## src/rtl/alu_share_arbiter_if.sv

```systemverilog
// Bundle of requester, response and ALU-side signals for alu_share_arbiter.
// The slave modport is the arbiter's view and the master modport is the surrounding system's view.
interface alu_share_arbiter_if #(
  parameter int WIDTH = 32
);
  logic             a_req_valid_i;
  logic             a_req_ready_o;
  logic [WIDTH-1:0] a_src1_i;
  logic [WIDTH-1:0] a_src2_i;
  logic [3:0]       a_ctrl_i;

  logic             b_req_valid_i;
  logic             b_req_ready_o;
  logic [WIDTH-1:0] b_src1_i;
  logic [WIDTH-1:0] b_src2_i;
  logic [3:0]       b_ctrl_i;

  logic             a_rsp_valid_o;
  logic             a_rsp_ready_i;
  logic             b_rsp_valid_o;
  logic             b_rsp_ready_i;
  logic [WIDTH-1:0] rsp_result_o;
  logic             rsp_zero_o;
  logic             rsp_err_o;

  logic [WIDTH-1:0] alu_src1_o;
  logic [WIDTH-1:0] alu_src2_o;
  logic [3:0]       alu_ctrl_o;
  logic [WIDTH-1:0] alu_result_i;
  logic             alu_zero_i;

  logic             busy_o;

  modport slave (
    input  a_req_valid_i, a_src1_i, a_src2_i, a_ctrl_i,
    input  b_req_valid_i, b_src1_i, b_src2_i, b_ctrl_i,
    input  a_rsp_ready_i, b_rsp_ready_i,
    input  alu_result_i, alu_zero_i,
    output a_req_ready_o, b_req_ready_o,
    output a_rsp_valid_o, b_rsp_valid_o,
    output rsp_result_o, rsp_zero_o, rsp_err_o,
    output alu_src1_o, alu_src2_o, alu_ctrl_o,
    output busy_o
  );

  modport master (
    output a_req_valid_i, a_src1_i, a_src2_i, a_ctrl_i,
    output b_req_valid_i, b_src1_i, b_src2_i, b_ctrl_i,
    output a_rsp_ready_i, b_rsp_ready_i,
    output alu_result_i, alu_zero_i,
    input  a_req_ready_o, b_req_ready_o,
    input  a_rsp_valid_o, b_rsp_valid_o,
    input  rsp_result_o, rsp_zero_o, rsp_err_o,
    input  alu_src1_o, alu_src2_o, alu_ctrl_o,
    input  busy_o
  );
endinterface

```

## src/rtl/alu_share_arbiter.sv

```systemverilog
// Round-robin sharing of one combinational ALU between requesters A and B.
// Each operation takes IDLE (accept) -> EXEC (ALU evaluates) -> RESP (held response).
module alu_share_arbiter #(
  parameter int WIDTH = 32
) (
  input  logic               clk_i,
  input  logic               rst_i,
  alu_share_arbiter_if.slave bus
);

  typedef enum logic [1:0] {
    IDLE = 2'd0,
    EXEC = 2'd1,
    RESP = 2'd2
  } state_t;

  state_t           r_state;
  state_t           w_state_nxt;

  logic             r_last_b;
  logic             r_owner_b;

  logic [WIDTH-1:0] r_src1_p0;
  logic [WIDTH-1:0] r_src2_p0;
  logic [3:0]       r_ctrl_p0;

  logic [WIDTH-1:0] r_result_p1;
  logic             r_zero_p1;
  logic             r_err_p1;

  logic             w_grant_a;
  logic             w_grant_b;
  logic             w_accept;
  logic             w_rsp_done;
  logic             w_legal;

  function automatic logic ctrl_legal(input logic [3:0] ctrl);
    case (ctrl)
      4'd0, 4'd1, 4'd2, 4'd6, 4'd7, 4'd12: return 1'b1;
      default:                             return 1'b0;
    endcase
  endfunction

  function automatic logic [WIDTH-1:0] mask_result(input logic legal,
                                                   input logic [WIDTH-1:0] res);
    return legal ? res : '0;
  endfunction

  // Grant is gated by rst_i so no ready can be seen while reset is held.
  always_comb begin
    w_state_nxt = r_state;
    w_grant_a   = 1'b0;
    w_grant_b   = 1'b0;
    w_rsp_done  = 1'b0;
    case (r_state)
      IDLE: begin
        if (!rst_i) begin
          w_grant_a = bus.a_req_valid_i && (!bus.b_req_valid_i || r_last_b);
          w_grant_b = bus.b_req_valid_i && (!bus.a_req_valid_i || !r_last_b);
        end
        if (w_grant_a || w_grant_b) begin
          w_state_nxt = EXEC;
        end
      end
      EXEC: begin
        w_state_nxt = RESP;
      end
      RESP: begin
        w_rsp_done = r_owner_b ? bus.b_rsp_ready_i : bus.a_rsp_ready_i;
        if (w_rsp_done) begin
          w_state_nxt = IDLE;
        end
      end
      default: begin
        w_state_nxt = IDLE;
      end
    endcase
  end

  assign w_accept = w_grant_a || w_grant_b;
  assign w_legal  = ctrl_legal(r_ctrl_p0);

  always_ff @(posedge clk_i or posedge rst_i) begin
    if (rst_i) begin
      r_state   <= IDLE;
      r_last_b  <= 1'b1;
      r_owner_b <= 1'b0;
    end else begin
      r_state <= w_state_nxt;
      if (w_accept) begin
        r_last_b  <= w_grant_b;
        r_owner_b <= w_grant_b;
      end
    end
  end

  // p0: operand capture on accept; held so the ALU inputs never follow request changes.
  always_ff @(posedge clk_i or posedge rst_i) begin
    if (rst_i) begin
      r_src1_p0 <= '0;
      r_src2_p0 <= '0;
      r_ctrl_p0 <= '0;
    end else if (w_accept) begin
      r_src1_p0 <= w_grant_b ? bus.b_src1_i : bus.a_src1_i;
      r_src2_p0 <= w_grant_b ? bus.b_src2_i : bus.a_src2_i;
      r_ctrl_p0 <= w_grant_b ? bus.b_ctrl_i : bus.a_ctrl_i;
    end
  end

  // p1: ALU result capture at the end of EXEC; unsupported codes report 0 / zero / err.
  always_ff @(posedge clk_i or posedge rst_i) begin
    if (rst_i) begin
      r_result_p1 <= '0;
      r_zero_p1   <= 1'b0;
      r_err_p1    <= 1'b0;
    end else if (r_state == EXEC) begin
      r_result_p1 <= mask_result(w_legal, bus.alu_result_i);
      r_zero_p1   <= w_legal ? bus.alu_zero_i : 1'b1;
      r_err_p1    <= !w_legal;
    end
  end

  assign bus.a_req_ready_o = w_grant_a;
  assign bus.b_req_ready_o = w_grant_b;
  assign bus.a_rsp_valid_o = (r_state == RESP) && !r_owner_b;
  assign bus.b_rsp_valid_o = (r_state == RESP) && r_owner_b;
  assign bus.rsp_result_o  = r_result_p1;
  assign bus.rsp_zero_o    = r_zero_p1;
  assign bus.rsp_err_o     = r_err_p1;
  assign bus.alu_src1_o    = r_src1_p0;
  assign bus.alu_src2_o    = r_src2_p0;
  assign bus.alu_ctrl_o    = r_ctrl_p0;
  assign bus.busy_o        = (r_state != IDLE);

`ifndef SYNTHESIS
  a_one_grant: assert property (@(posedge clk_i) disable iff (rst_i)
    !(bus.a_req_ready_o && bus.b_req_ready_o));

  a_rsp_hold: assert property (@(posedge clk_i) disable iff (rst_i)
    (r_state == RESP && !w_rsp_done) |=> ($stable(r_result_p1) && $stable(r_err_p1)));
`endif

endmodule

```

## src/flat_wrapper.sv

```systemverilog
// flat-port wrapper written by rule: the top's interface ports become plain ports
module alu_share_arbiter_flat 
#(
  parameter int WIDTH = 32
)
  (clk_i, rst_i, bus_a_req_valid_i, bus_a_src1_i, bus_a_src2_i, bus_a_ctrl_i, bus_b_req_valid_i, bus_b_src1_i, bus_b_src2_i, bus_b_ctrl_i, bus_a_rsp_ready_i, bus_b_rsp_ready_i, bus_alu_result_i, bus_alu_zero_i, bus_a_req_ready_o, bus_b_req_ready_o, bus_a_rsp_valid_o, bus_b_rsp_valid_o, bus_rsp_result_o, bus_rsp_zero_o, bus_rsp_err_o, bus_alu_src1_o, bus_alu_src2_o, bus_alu_ctrl_o, bus_busy_o);
  alu_share_arbiter_if #(.WIDTH(WIDTH)) bus_i ();
  input  logic clk_i;
  input  logic rst_i;
  input wire logic [$bits(bus_i.a_req_valid_i)-1:0] bus_a_req_valid_i;
  input wire logic [$bits(bus_i.a_src1_i)-1:0] bus_a_src1_i;
  input wire logic [$bits(bus_i.a_src2_i)-1:0] bus_a_src2_i;
  input wire logic [$bits(bus_i.a_ctrl_i)-1:0] bus_a_ctrl_i;
  input wire logic [$bits(bus_i.b_req_valid_i)-1:0] bus_b_req_valid_i;
  input wire logic [$bits(bus_i.b_src1_i)-1:0] bus_b_src1_i;
  input wire logic [$bits(bus_i.b_src2_i)-1:0] bus_b_src2_i;
  input wire logic [$bits(bus_i.b_ctrl_i)-1:0] bus_b_ctrl_i;
  input wire logic [$bits(bus_i.a_rsp_ready_i)-1:0] bus_a_rsp_ready_i;
  input wire logic [$bits(bus_i.b_rsp_ready_i)-1:0] bus_b_rsp_ready_i;
  input wire logic [$bits(bus_i.alu_result_i)-1:0] bus_alu_result_i;
  input wire logic [$bits(bus_i.alu_zero_i)-1:0] bus_alu_zero_i;
  output wire logic [$bits(bus_i.a_req_ready_o)-1:0] bus_a_req_ready_o;
  output wire logic [$bits(bus_i.b_req_ready_o)-1:0] bus_b_req_ready_o;
  output wire logic [$bits(bus_i.a_rsp_valid_o)-1:0] bus_a_rsp_valid_o;
  output wire logic [$bits(bus_i.b_rsp_valid_o)-1:0] bus_b_rsp_valid_o;
  output wire logic [$bits(bus_i.rsp_result_o)-1:0] bus_rsp_result_o;
  output wire logic [$bits(bus_i.rsp_zero_o)-1:0] bus_rsp_zero_o;
  output wire logic [$bits(bus_i.rsp_err_o)-1:0] bus_rsp_err_o;
  output wire logic [$bits(bus_i.alu_src1_o)-1:0] bus_alu_src1_o;
  output wire logic [$bits(bus_i.alu_src2_o)-1:0] bus_alu_src2_o;
  output wire logic [$bits(bus_i.alu_ctrl_o)-1:0] bus_alu_ctrl_o;
  output wire logic [$bits(bus_i.busy_o)-1:0] bus_busy_o;
  assign bus_i.a_req_valid_i = bus_a_req_valid_i;
  assign bus_i.a_src1_i = bus_a_src1_i;
  assign bus_i.a_src2_i = bus_a_src2_i;
  assign bus_i.a_ctrl_i = bus_a_ctrl_i;
  assign bus_i.b_req_valid_i = bus_b_req_valid_i;
  assign bus_i.b_src1_i = bus_b_src1_i;
  assign bus_i.b_src2_i = bus_b_src2_i;
  assign bus_i.b_ctrl_i = bus_b_ctrl_i;
  assign bus_i.a_rsp_ready_i = bus_a_rsp_ready_i;
  assign bus_i.b_rsp_ready_i = bus_b_rsp_ready_i;
  assign bus_i.alu_result_i = bus_alu_result_i;
  assign bus_i.alu_zero_i = bus_alu_zero_i;
  assign bus_a_req_ready_o = bus_i.a_req_ready_o;
  assign bus_b_req_ready_o = bus_i.b_req_ready_o;
  assign bus_a_rsp_valid_o = bus_i.a_rsp_valid_o;
  assign bus_b_rsp_valid_o = bus_i.b_rsp_valid_o;
  assign bus_rsp_result_o = bus_i.rsp_result_o;
  assign bus_rsp_zero_o = bus_i.rsp_zero_o;
  assign bus_rsp_err_o = bus_i.rsp_err_o;
  assign bus_alu_src1_o = bus_i.alu_src1_o;
  assign bus_alu_src2_o = bus_i.alu_src2_o;
  assign bus_alu_ctrl_o = bus_i.alu_ctrl_o;
  assign bus_busy_o = bus_i.busy_o;
  alu_share_arbiter #(.WIDTH(WIDTH)) u_core (.clk_i(clk_i), .rst_i(rst_i), .bus(bus_i));
endmodule
```

## config.mk

```make
export PLATFORM = sky130hd
export DESIGN_NAME = alu_share_arbiter_flat
export DESIGN_NICKNAME = d
export VERILOG_FILES = /design/src/rtl/alu_share_arbiter_if.sv /design/src/rtl/alu_share_arbiter.sv /design/src/flat_wrapper.sv
export SDC_FILE = /design/constraint.sdc
export NUM_CORES = 1
export LEC_CHECK = 0
export BUFFER_PORTS_ARGS = -buffer_cell sky130_fd_sc_hd__buf_2
export CORE_MARGIN = 2
export CORE_UTILIZATION = 40
export CTS_CLUSTER_DIAMETER = 40
export DETAILED_ROUTE_END_ITERATION = 7
export MAX_ROUTING_LAYER = met4
export PLACE_DENSITY = 0.73
export SLEW_MARGIN = 25
export SYNTH_ARGS = -nofsm -noshare
export SYNTH_HDL_FRONTEND = slang
export SYNTH_SLANG_ARGS = --single-unit
```

## constraint.sdc

```tcl
create_clock -name clk_i -period 11.5 [get_ports clk_i]
set_input_delay 3.45 -clock clk_i [delete_from_list [all_inputs] [get_ports clk_i]]
set_output_delay 3.45 -clock clk_i [all_outputs]
set_load 0.01 [all_outputs]
```

* Word-level counts from Yosys, hierarchy flattened
Cells that the tools add are included.
Cells by class: mux-type cells 16, reductions and logical operators 18, eq/ne operators 9
Operator list (count):
- 2-to-1 mux 32 bit | 3
- 2-to-1 mux 1 bit | 9
- equality test 4 x 3 -> 1 bit (second input constant) | 2
- one-hot mux 2 bit (3 select lines) | 1
- OR reduction 6 bit | 1
- logical NOT 1 bit | 5
- equality test 4 x 1 -> 1 bit (second input constant) | 1
- equality test 4 x 2 -> 1 bit (second input constant) | 1
- equality test 4 bit (second input constant) | 1
- logical AND 1 bit | 4
- logical NOT 4 bit | 1
- logical OR 1 bit | 4
- 2-to-1 mux 2 bit | 2
- 2-to-1 mux 4 bit | 1
- != test 2 x 1 -> 1 bit (second input constant) | 2
- equality test 2 x 1 -> 1 bit (second input constant) | 1
- equality test 2 bit (second input constant) | 1
- logical NOT 2 bit | 1
- AND reduction 2 bit | 1
- nonzero test 2 bit | 1
Word-level totals: input port bits 175, register bits after elaboration 106, word-level logic and storage cells 52, output and inout bits 107

* Depth between registers and ports, before layout
depth in word-level cells 8, depth in mapped cells 7, mapped depth without buffers 3

* Least setup slack after synthesis
No wires, ideal clock.
path type input to output, start input port rst_i, end output port bus_b_req_ready_o, buffers on the path 2, data required time 8050 ps, arrival 4336 ps, stages 4, path slack 3714 ps, cells stage by stage or3_1 clkbuf_1 buf_6 nor2_1
Between the ends: cells in the longest elaborated chain, start to end 3
RTL lines:
- start, declared | line flat_wrapper.sv:9 | input logic rst_i;
- 2-to-1 mux 1 bit | line alu_share_arbiter.sv:57 | if (!rst_i) begin
- 2-to-1 mux 1 bit (2 in a row) | line alu_share_arbiter.sv:55 | case (r_state)
- end, declared | line flat_wrapper.sv:23 | output wire logic [$bits(bus_i.b_req_ready_o)-1:0] bus_b_req_ready_o;
Every way passes these cells. The select of a mux whose other input is x is not followed.

* Worst setup path in the final report
Ends and elaborated chain as after synthesis.

==> results.md <==
* Run status: finished clean
* CTS tree: built
* CP Data Arrival Time at 4.89 ns
* CTS Hold Bufs at 0
* Commonest non-fill, non-tap cell in the layout: buf_2
* Setup bufs post-CTS at 0
* PwrDens at between 200 and 250 mW/mm^2
* Post-Syn Nets at 710
* Hold/Removal Path Class: reg2reg
* RSZ-0062 raised after global routing: false
* DRC at 0
* Tot GR Track Use at 23.35%
* Total Wirelength at approximately 16 mm
* TritonCTS Buffers at 9
* Initial antenna violation count at 0
* Fin util at a little over half
* Antenna Cells at 0
* Final Hold Vio Count at 0
* Number of global-route vias before repair at approximately 5000
* Startpoint types: primary input
* Post-synth EDFFs at 0
* Core box area at between 0.01 and 0.015 mm^2
* Worst-path maximum fanout at 69
* Largest net degree at the start of global routing at 91
* Tot Pwr at roughly 1.7 mW
* WL/cell at between 15 and 20 um
* Grt ovf at 0
* Lkg Pwr at between 3 and 4 nW
* IO Port Bufs at approximately 280
* Fin Clk Skew at between 0.005 and 0.006 ns
* Final setup fails at 0
* DRT antenna net count at 0
* Total number of vias at about 5200
* Mean Syn Cell Area at roughly 9.6 um^2
* CTS root buf: clkbuf_16
* Worst-skew pair later-pin latency at roughly 0.34 ns
* Max Slew Vio Count at 0
* DR iter-0 viols at roughly 450
* Htree depth at 3
* Internal Power at between 1 and 1.5 mW
* Final Cycle Share at 72.54%
* DR vias/cell at about 5.5
* Sequential area share after synthesis at around 52%
* Post-synth cell types at 31
* Cells after Synth at ~540
* Worst vdd rail ir drop at just over 0.09 mV
* Critical Path RT at between 8 and 9 ns
* First-pass GRT wire length at around 26 mm
* IO Pins at 282
* Die H at between 100 and 150 um
* Area grow syn2layout at 34.10%
* Drt pass-1 iters at 5
* Critical path class: in2out
* Worst-Margin Slew at 0.9172 ns
* Max_cap viols at 0
* Synthesized cell area at around 0.0051 mm^2
* Commonest non-fill, non-tap cells in the layout: buf_2, dfrtp_1, a21oi_1, nand3_1, o21ai_1
* Clock buffer depth at 2
* Synthesized flop and latch total at roughly 110
* DPL Wire Length at 10.35 mm
* Fill cells at between 1000 and 1500
* Switch share at about two fifths
* Fraction of layout cells with a size suffix above 1 at approximately 43%
* Clock transition at path regs at about 0.070 ns
* Nets@finish at ~950
* Rel. slew slack at between 30% and 40%
* Rows at between 40 and 50
* Yosys Warn Count at 0
* Asr flop ratio synth at 100.0%
* Clock Power Share at 17.6%
* CTS sink count at about 110
* Final GP Congestion at around 0.84
* Psw at 681.9 uW
* Crit end category: output port
* Setup tns final at 0 ns
* Die Wd at 117.4 um
* Tmin final at ~8.3 ns
* Seq pwr share at a little under two fifths
* PostCTS Resize Cnt at 0
* Primary FF master, synth: dfrtp_1
* Initial core utilization at about two fifths
* Die Area at between 0.01 and 0.015 mm^2
* Combinational power share at 44.2%
* Fmax at ~120 MHz
final cells by class:
class / instances / area, um^2 / area share [%]
inverter: 4 / 17.52 / 0.2541
timing repair buffer: 293 / 1529 / 22.18
multi-input combinational: 362 / 2190 / 31.77
sequential: 106 / 2654 / 38.50
clock inverter: 6 / 48.80 / 0.7079
clock buffer: 10 / 239.0 / 3.467
tap: 172 / 215.2 / 3.122
cells in the mapped netlist (all sizes together), types with 2 or more instances:
library cell,n,share of area (%)
o21ai,70,6.8
a21oi,100,9.7
clkbuf,39,2.8
mux2i,32,6.2
nand2b,3,0.37
nand3,69,6.7
nor2,5,0.37
inv,4,0.29
dfrtp,105,51
buf,24,3.1
or2,2,0.24
a31oi,68,9.5
a21o,2,0.29
kinds of logic after synthesis:
logic type             synth area share [%]
muxes                                 6.451
AOI/OAI and AO/OA                     27.26
and+or+nand+nor                       8.399
buffers and inverters                 6.256
DFF                                   51.63
critical path, stage by stage:
cell and delay [ns]:
buf_2 0.14, or3_2 0.47, buf_4 0.32, nor2_1 0.28
buf_2 0.19
layer usage:
metal  up-vias  GRT usage (%)  share of wire, %
met3        24          4.134               7.3
met1      2468          29.85                42
met2       250          37.68                48
li1       2473              -                 -
met4         0          7.982               2.1
met5         -              -                 0
sequential cells by signal, indices dropped and copies added (netlist names):
name / cells
u_core.bus.alu_src2_o: 32
u_core.r_state: 2
u_core.bus.rsp_result_o: 32
u_core.bus.alu_ctrl_o: 4
u_core.bus.rsp_zero_o: 1
u_core.bus.rsp_err_o: 1
u_core.bus.alu_src1_o: 32
u_core.r_owner_b: 1
u_core.r_last_b: 1
power by group through the flow:
| stage | combinational (mW) | clock, mW | sequential, mW |
|---|---|---|---|
| final | 0.745 | 0.296 | 0.645 |
| after global routing | 0.821 | 0.319 | 0.669 |
| after floorplan | 0.379 | 0 | 0.723 |
| after detailed placement | 0.753 | 0 | 0.649 |
| after global placement | 0.736 | 0 | 0.643 |
| after CTS | 0.753 | 0.305 | 0.644 |
final timing paths:
| path | endpoint | cells after the start | startpoint | slack [ns] |
|---|---|---|---|---|
| hold / removal | u_core.bus.rsp_err_o$_DFFE_PP0N_ | 1 | u_core.bus.rsp_err_o$_DFFE_PP0N_ | 0.51 |
| setup reg to reg | u_core.bus.alu_src2_o[8]$_DFFE_PP0P_ | 5 | u_core.r_state[1]$_DFFE_PP0P_ | 8.90 |
| max in group asynchronous | u_core.bus.rsp_result_o[8]$_DFFE_PP0N_ | 3 | rst_i | 7.09 |
| setup / recovery | bus_b_req_ready_o | 5 | rst_i | 3.16 |
| min in group asynchronous | u_core.bus.alu_src1_o[26]$_DFFE_PP0P_ | 2 | rst_i | 3.15 |
| hold reg to reg | u_core.bus.rsp_err_o$_DFFE_PP0N_ | 1 | u_core.bus.rsp_err_o$_DFFE_PP0N_ | 0.51 |
per-stage QoR:
step	instances	hold WS [ns]	setup WS, ns	area (um^2)
finish	953	0.5090	3.158	6893
global route	953	0.5379	3.041	6893
CTS	953	0.5118	3.119	6893
detailed placement	937	0.4905	3.124	6605
global placement	935	0.4846	3.139	6558
floorplan	535	0.5030	3.714	5140
(Power assumes the default switching activity.)
